## src/rtl/tone_gen.sv

```systemverilog
// tone_gen: request-driven phase-accumulator tone source.
// Three register stages (accumulate, shape, attenuate): one signed sample
// appears on sample_out, with a one-cycle sample_valid strobe, three cycles
// after each sample_req pulse.
module tone_gen #(
    parameter int unsigned PHASE_W  = 32,
    parameter int unsigned SAMPLE_W = 24
) (
    input  logic                sys_clk,
    input  logic                rst,
    input  logic                sample_req,
    input  logic                enable,
    input  logic [PHASE_W-1:0]  freq_word,
    input  logic [1:0]          wave_sel,
    input  logic [3:0]          volume,
    output logic [SAMPLE_W-1:0] sample_out,
    output logic                sample_valid
);

    typedef enum logic [1:0] {
        WAVE_SQUARE = 2'd0,
        WAVE_SAW    = 2'd1,
        WAVE_TRI    = 2'd2,
        WAVE_SILENT = 2'd3
    } wave_t;

    localparam logic [SAMPLE_W-1:0] SQ_POS  = {1'b0, {(SAMPLE_W-1){1'b1}}};
    localparam logic [SAMPLE_W-1:0] SQ_NEG  = {1'b1, {(SAMPLE_W-2){1'b0}}, 1'b1};
    localparam logic [SAMPLE_W-1:0] MSB_BIT = {1'b1, {(SAMPLE_W-1){1'b0}}};

    // ------------------------------------------------------------------
    // Stage 1: phase accumulator, shadow registers, request valid
    // ------------------------------------------------------------------
    logic [PHASE_W-1:0] phase_q,     phase_d;
    wave_t              wave_sh_q,   wave_sh_d;
    logic [3:0]         vol_sh_q,    vol_sh_d;
    logic               s1_valid_q,  s1_valid_d;
    wave_t              s1_wave_q,   s1_wave_d;
    logic [3:0]         s1_vol_q,    s1_vol_d;
    logic [PHASE_W:0]   phase_sum;

    // Stage-1 next state: advance phase on request, reload shadows on wrap
    // (or continuously while disabled), tag a disabled request as silent.
    always_comb begin
        phase_sum  = {1'b0, phase_q} + {1'b0, freq_word};
        phase_d    = phase_q;
        wave_sh_d  = wave_sh_q;
        vol_sh_d   = vol_sh_q;
        s1_valid_d = sample_req;
        s1_wave_d  = s1_wave_q;
        s1_vol_d   = s1_vol_q;

        if (!enable) begin
            phase_d   = '0;
            wave_sh_d = wave_t'(wave_sel);
            vol_sh_d  = volume;
            if (sample_req) begin
                s1_wave_d = WAVE_SILENT;
                s1_vol_d  = volume;
            end
        end else if (sample_req) begin
            phase_d = phase_sum[PHASE_W-1:0];
            if (phase_sum[PHASE_W]) begin
                wave_sh_d = wave_t'(wave_sel);
                vol_sh_d  = volume;
            end
            // The freshly loaded shadow values travel with the wrapped phase.
            s1_wave_d = wave_sh_d;
            s1_vol_d  = vol_sh_d;
        end
    end

    // Stage-1 registers with synchronous reset.
    always_ff @(posedge sys_clk) begin
        if (rst) begin
            phase_q    <= '0;
            wave_sh_q  <= WAVE_SILENT;
            vol_sh_q   <= '0;
            s1_valid_q <= 1'b0;
            s1_wave_q  <= WAVE_SILENT;
            s1_vol_q   <= '0;
        end else begin
            phase_q    <= phase_d;
            wave_sh_q  <= wave_sh_d;
            vol_sh_q   <= vol_sh_d;
            s1_valid_q <= s1_valid_d;
            s1_wave_q  <= s1_wave_d;
            s1_vol_q   <= s1_vol_d;
        end
    end

    // ------------------------------------------------------------------
    // Stage 2: waveform shaping from the top SAMPLE_W phase bits
    // ------------------------------------------------------------------
    logic [SAMPLE_W-1:0] t_top;
    logic                t_msb;
    logic [SAMPLE_W-2:0] t_low;
    logic [SAMPLE_W-2:0] tri_u;
    logic [SAMPLE_W-1:0] shaped;
    logic [SAMPLE_W-1:0] s2_sample_q, s2_sample_d;
    logic [3:0]          s2_vol_q,    s2_vol_d;
    logic                s2_valid_q,  s2_valid_d;

    // phase_q only changes on a request, so one cycle after a request it still
    // holds exactly the phase that request produced.
    always_comb begin
        t_top = phase_q[PHASE_W-1 -: SAMPLE_W];
        t_msb = t_top[SAMPLE_W-1];
        t_low = t_top[SAMPLE_W-2:0];
        tri_u = t_msb ? ~t_low : t_low;

        unique case (s1_wave_q)
            WAVE_SQUARE: shaped = t_msb ? SQ_NEG : SQ_POS;
            WAVE_SAW:    shaped = {~t_msb, t_low};
            WAVE_TRI:    shaped = {tri_u, 1'b0} ^ MSB_BIT;
            default:     shaped = '0;
        endcase

        s2_valid_d  = s1_valid_q;
        s2_sample_d = s2_sample_q;
        s2_vol_d    = s2_vol_q;
        if (s1_valid_q) begin
            s2_sample_d = shaped;
            s2_vol_d    = s1_vol_q;
        end
    end

    // Stage-2 registers with synchronous reset.
    always_ff @(posedge sys_clk) begin
        if (rst) begin
            s2_sample_q <= '0;
            s2_vol_q    <= '0;
            s2_valid_q  <= 1'b0;
        end else begin
            s2_sample_q <= s2_sample_d;
            s2_vol_q    <= s2_vol_d;
            s2_valid_q  <= s2_valid_d;
        end
    end

    // ------------------------------------------------------------------
    // Stage 3: volume attenuation and registered outputs
    // ------------------------------------------------------------------
    logic [SAMPLE_W-1:0] out_q, out_d;
    logic                valid_q, valid_d;

    // Arithmetic shift floors toward minus infinity, so -1 stays -1.
    always_comb begin
        valid_d = s2_valid_q;
        out_d   = out_q;
        if (s2_valid_q) begin
            out_d = $signed(s2_sample_q) >>> s2_vol_q;
        end
    end

    // Output registers with synchronous reset.
    always_ff @(posedge sys_clk) begin
        if (rst) begin
            out_q   <= '0;
            valid_q <= 1'b0;
        end else begin
            out_q   <= out_d;
            valid_q <= valid_d;
        end
    end

    assign sample_out   = out_q;
    assign sample_valid = valid_q;

endmodule

```

## config.mk

```make
export PLATFORM = sky130hd
export DESIGN_NAME = tone_gen
export DESIGN_NICKNAME = d
export VERILOG_FILES = /design/src/rtl/tone_gen.sv
export SDC_FILE = /design/constraint.sdc
export NUM_CORES = 1
export LEC_CHECK = 0
export ABC_AREA = 0
export CORE_AREA = 2 2 153 80
export CTS_BUF_LIST = sky130_fd_sc_hd__clkbuf_4
export DETAILED_ROUTE_END_ITERATION = 12
export DIE_AREA = 0 0 155 82
export DONT_BUFFER_PORTS = 1
export GPL_ROUTABILITY_DRIVEN = 0
export PLACE_DENSITY = 0.83
export SLEW_MARGIN = 15
export SYNTH_ARGS = -nofsm -noshare
export SYNTH_HDL_FRONTEND = slang
export SYNTH_SLANG_ARGS = --single-unit
```

## constraint.sdc

```tcl
create_clock -name sys_clk -period 3.2 [get_ports sys_clk]
set_input_delay 0.64 -clock sys_clk [delete_from_list [all_inputs] [get_ports sys_clk]]
set_output_delay 0.64 -clock sys_clk [all_outputs]
set_load 0.05 [all_outputs]
```

; After elaboration in Yosys (flattened, before gate mapping)
; Cells that the tools add are included.
[word_totals]
ff_bits = 99
latch_bits = 0
mem_bits_rw = 0
romBits = 0
input_bits = 42
output_inout_bits = 25
word_cells = 35
mem_count = 0
[classes]
add_sub_neg = 1
mul = 0
div_mod_pow = 0
order_cmp = 0
n_eq_ne = 3
n_shift = 1
n_mux = 13
bitwise_logic = 4
n_reduce_logical = 2
[op_table]
columns = op, n
row1 = 24-bit case mux with 3 select lines, 1
row2 = 32-bit by 32-bit adder with 33-bit output, 1
row3 = 24-bit 2-to-1 mux, 1
row4 = 24-bit by 4-bit >>> shifter with 24-bit output, 1
row5 = 23-bit 2-to-1 mux, 1
row6 = 23-bit NOT, 1
row7 = 4-bit 2-to-1 mux, 5
row8 = 2-bit 2-to-1 mux, 5
row9 = 1-bit NOT, 3
row10 = "2-bit by 1-bit equality test with 1-bit output, second input constant", 1
row11 = "2-bit equality test, second input constant", 1
row12 = 2-bit zero test, 1
row13 = "2-bit != test, second input constant", 1
row14 = 2-bit OR reduction, 1

; Longest topological paths before layout
[depth]
word_depth = 4
ltp_mapped = 11
mapped_depth_nobuf = 11

; Least setup slack after synthesis
; OpenSTA, ideal clock, no wires.
[synth_path]
kind = input-to-reg
startpoint = input freq_word[0]
endpoint = register s1_vol_q[0]
setup_time_ns = 0.086
arrival_time_ns = 2.963
required_time_ns = 3.114
path_slack_ns = 0.152
stages = 11
n_path_buf = 0
cell_sequence = ha_1 fa_1 a211oi_2 nor2_1 o31ai_2 a21boi_2 a221o_1 a31oi_4 nand2_2 mux2i_1 a211oi_1
[synth_via]
elab_chain_len = 4
[synth_rtl]
columns = item, line
row1 = "start, declared", 13  ; input logic [PHASE_W-1:0] freq_word,
row2 = 32-bit by 32-bit adder with 33-bit output, 45  ; phase_sum = {1'b0, phase_q} + {1'b0, freq_word};
row3 = 4-bit 2-to-1 mux, 63  ; if (phase_sum[PHASE_W]) begin
row4 = 4-bit 2-to-1 mux, 61  ; end else if (sample_req) begin
row5 = 4-bit 2-to-1 mux, 53  ; if (!enable) begin
row6 = "end signal, assigned", 88  ; s1_vol_q <= s1_vol_d;
row7 = "end, declared", 39  ; logic [3:0] s1_vol_q, s1_vol_d;
; No other way between the ends. The select of a mux whose other input is x is not followed.
; A chain may end at the register's enable or synchronous reset.

; Worst setup path in the final report
[layout_path]
startpoint = register phase_q[12]
endpoint = register phase_q[29]
[layout_via]
elab_chain_len = 1
[layout_rtl]
columns = item, line
row1 = "start, declared", 34  ; logic [PHASE_W-1:0] phase_q, phase_d;
row2 = "start signal, assigned", 83  ; phase_q <= phase_d;
row3 = 32-bit by 32-bit adder with 33-bit output, 45
; No other way between the ends.

==> metrics.yaml <==
global_route:
  grt_max_degree: 70
  grt_use_total_pct: 28.1
  grt_pass1_wl_um: 28800
  antenna_found_initial: 0
  grt_overflow: 0
  grt_use_met1_pct: 39.4
  grt_util_met2_pct: 43.8
  grt_pass1_vias: 5756
  busiest_layer: "met2"
  met3_usage_pct: 7.49
timing:
  hold_viol: 0
  finClkSkew_ps: 21.1
  fin_crit_sh_pct: 91.7
  rsz0062_at_grt: "false"
  whs_ps: 266
  worst_pin_slew_ps: 1170
  fmax_ghz: 0.341
  max_slew_margin_pct: 22.0
  setup_ws_ps: 264
  slew_viol_final: 0
  period_minus_slack_ps: 2940
  setup_viol: 0
  finalSetupTns_ps: 0
cells_and_area:
  diodes: 0
  fill_cells: 970
  final_nets: 846
  regArea_sq_um: 1980
  multi_input_area_sq_um: 4450
  drive_gt1_share_pct: 10.6
  area_growth_syn_to_layout_pct: 3.51
  utilization_pct: 60.8
outcome:
  status: "complete, no violations"
logic_synthesis:
  synth_most_common_cell: "nor2_1"
  syn_area_sq_um: 6730
  yosysSeqAreaShare_pct: 29.5
  ys_ff_latch: 99
  synth_common_cells: "107 x nor2_1, 99 x dfxtp_1, 69 x a21oi_1, 63 x mux2i_1"
  yosysUniqueCellTypes: 61
  synth_top_area_cell: "dfxtp_1"
  synthTopCellsByArea: "dfxtp_1 29%, mux2i_1 9.4%, nor2_1 6.0%, ha_1 6.0%, a21oi_1 5.1%"
  async_flop_share_pct: 0
  synth_top_area_share_pct: 29.5
  postSynthCellCount: 807
  syn-num-nets: 882
  ys_warn_count: 0
  ys.flop_type: "dfxtp_1"
  avgSynthCellArea_sq_um: 8.34
  synth_edf_count: 0
routing:
  vias_per_cell: 6.55
  wire_per_inst_um: 19.0
  drc: 0
  first_pass_iters: 5
  ant_nets: 0
  via_count: 6061
  drtIter0Drc: 568
  wirelength_um: 17600
pwr:
  swShare_pct: 31.0
  sequentialPowerShare_pct: 50.9
  p_comb_share_pct: 21.7
  ir_drop_mv: 0.221
  powerDensity_nw_per_um2: 390
  pwr-share-clk_pct: 27.4
  p_sw_uw: 842
  internal-power_mw: 1.87
  leakagePower_nw: 2.73
floorplanning:
  num_rows: 28
  die-area_sq_um: 12700
  start_util_pct: 58.7
  die_x_um: 155
  ioPinCount: 67
  die_h_um: 82
  core_area_sq_um: 11500
min_path:
  hp-class: "in -> reg"
  holdPathStages: 1
  hp-start: "rst"
cts:
  htree_levels: 3
  numClockSinks: 99
  clk_latency_ps: 440
  cts_setup_buffers: 0
  cts-root-buf: "clkbuf_4"
  numCtsBuffers: 9
  clkTransAtPathRegs_ps: 160
  clk_path_buf_depth: 2
  cts_tree: "done"
placed_design:
  portBuffers: 0
  place_ws_ps: -50.8
  hpwl_um: 13000
critical_path:
  reg2reg_slack_ps: 260
  reg2reg_from: "phase_q[12]"
  critPathMaxFanout: 5
  cp-start-kind: "register"
  setup.worst_path.start: "phase_q[12]"
  r2r_cells: 10
  critPathKind: "reg -> reg"
  end_kind: "register"
  critical_path_required_ps: 3590
  critical_path_arrival_ps: 3330
job:
  max_cap_viol_count: 0
## critical path, stage by stage, from the launching register on
cell and delay, ps:
dfxtp_1 480, ha_1 330, a21o_1 180, a211oi_1 350, nor2b_1 90, a22oi_1 250, a31oi_1 230, o2111ai_2 320
a21oi_1 170, or3_1 390, nand3_1 90
## layout make-up
cell class                 count  share of cell area (%)
tap                          150                    2.69
sequential                    99                    28.5
clock buffer                  10                    1.08
multi-input combinational    628                    63.9
timing repair buffer          18                    1.94
inverter                      15                   0.808
clock inverter                 5                    1.13
## per-layer routing
| metal | share of wire, % | up-vias |
|---|---|---|
| met3 | 10 | 15 |
| met5 | 0 | - |
| li1 | - | 2915 |
| met1 | 46 | 2865 |
| met4 | 0.70 | 0 |
| met2 | 43 | 266 |
## flip-flops by register name, indices dropped and copies added (netlist names)
name and cells:
s2_sample_q 24, phase_q 32, s1_vol_q 4, s1_valid_q 1
s1_wave_q 2, wave_sh_q 2, s2_vol_q 4, vol_sh_q 4
sample_out 24, s2_valid_q 1, sample_valid 1
## logic make-up (layout without fill, tap and decap cells)
group	count (synthesis)	after routing	synth area share (%)
AND/OR/NAND/NOR	218	218	14.8
flip-flops	99	99	29.5
AO/OA/AOI/OAI	256	256	25.2
multiplexers	101	101	17.2
XOR/XNOR	20	20	2.60
adder cells (fa/ha/maj)	33	33	6.25
buffers and inverters	80	48	4.50
## cell usage in the layout (no fill, tap or decap), drive strengths merged, types with 4 or more instances in the layout
cell	count
xor2	8
o221ai	23
mux2	29
o211ai	13
o21a	9
a211oi	30
o21ai	55
ha	32
mux4	9
inv	15
clkbuf	10
nand3	19
dfxtp	99
a31oi	9
nor3	12
o31ai	4
buf	18
mux2i	63
nand2	30
a211o	4
a21oi	69
and3	4
xnor2	12
nand4	8
nand2b	10
and2	5
a21boi	4
a21o	20
or3	5
nor2	107
nor2b	11
## worst paths after layout
kind                          end
hold / removal    s2_sample_q[17]
setup reg to reg      phase_q[29]
hold reg to reg        phase_q[5]
setup / recovery      phase_q[29]
## timing repair
action                                  CTS  global route
resized for setup                         0             1
hold buffers                              0             0
endpoints found under the setup margin    0             1
## metrics by stage
step	instances	power (mW)	instance area, sq um
final	925	2.71	6970
after global routing	925	2.84	6970
after CTS	925	2.71	6960
after detailed placement	910	1.98	6810
after global placement	910	1.94	6810
after floorplan	807	1.86	6730
## power by group through the flow
stage	Clock, mW	Combinational [mW]	Sequential (mW)
after floorplan	0	0.492	1.37
after global placement	0	0.540	1.40
after detailed placement	0	0.572	1.40
after CTS	0.756	0.577	1.38
after global routing	0.798	0.649	1.39
final	0.743	0.590	1.38
No activity file was read; power rests on OpenSTA's default activity.
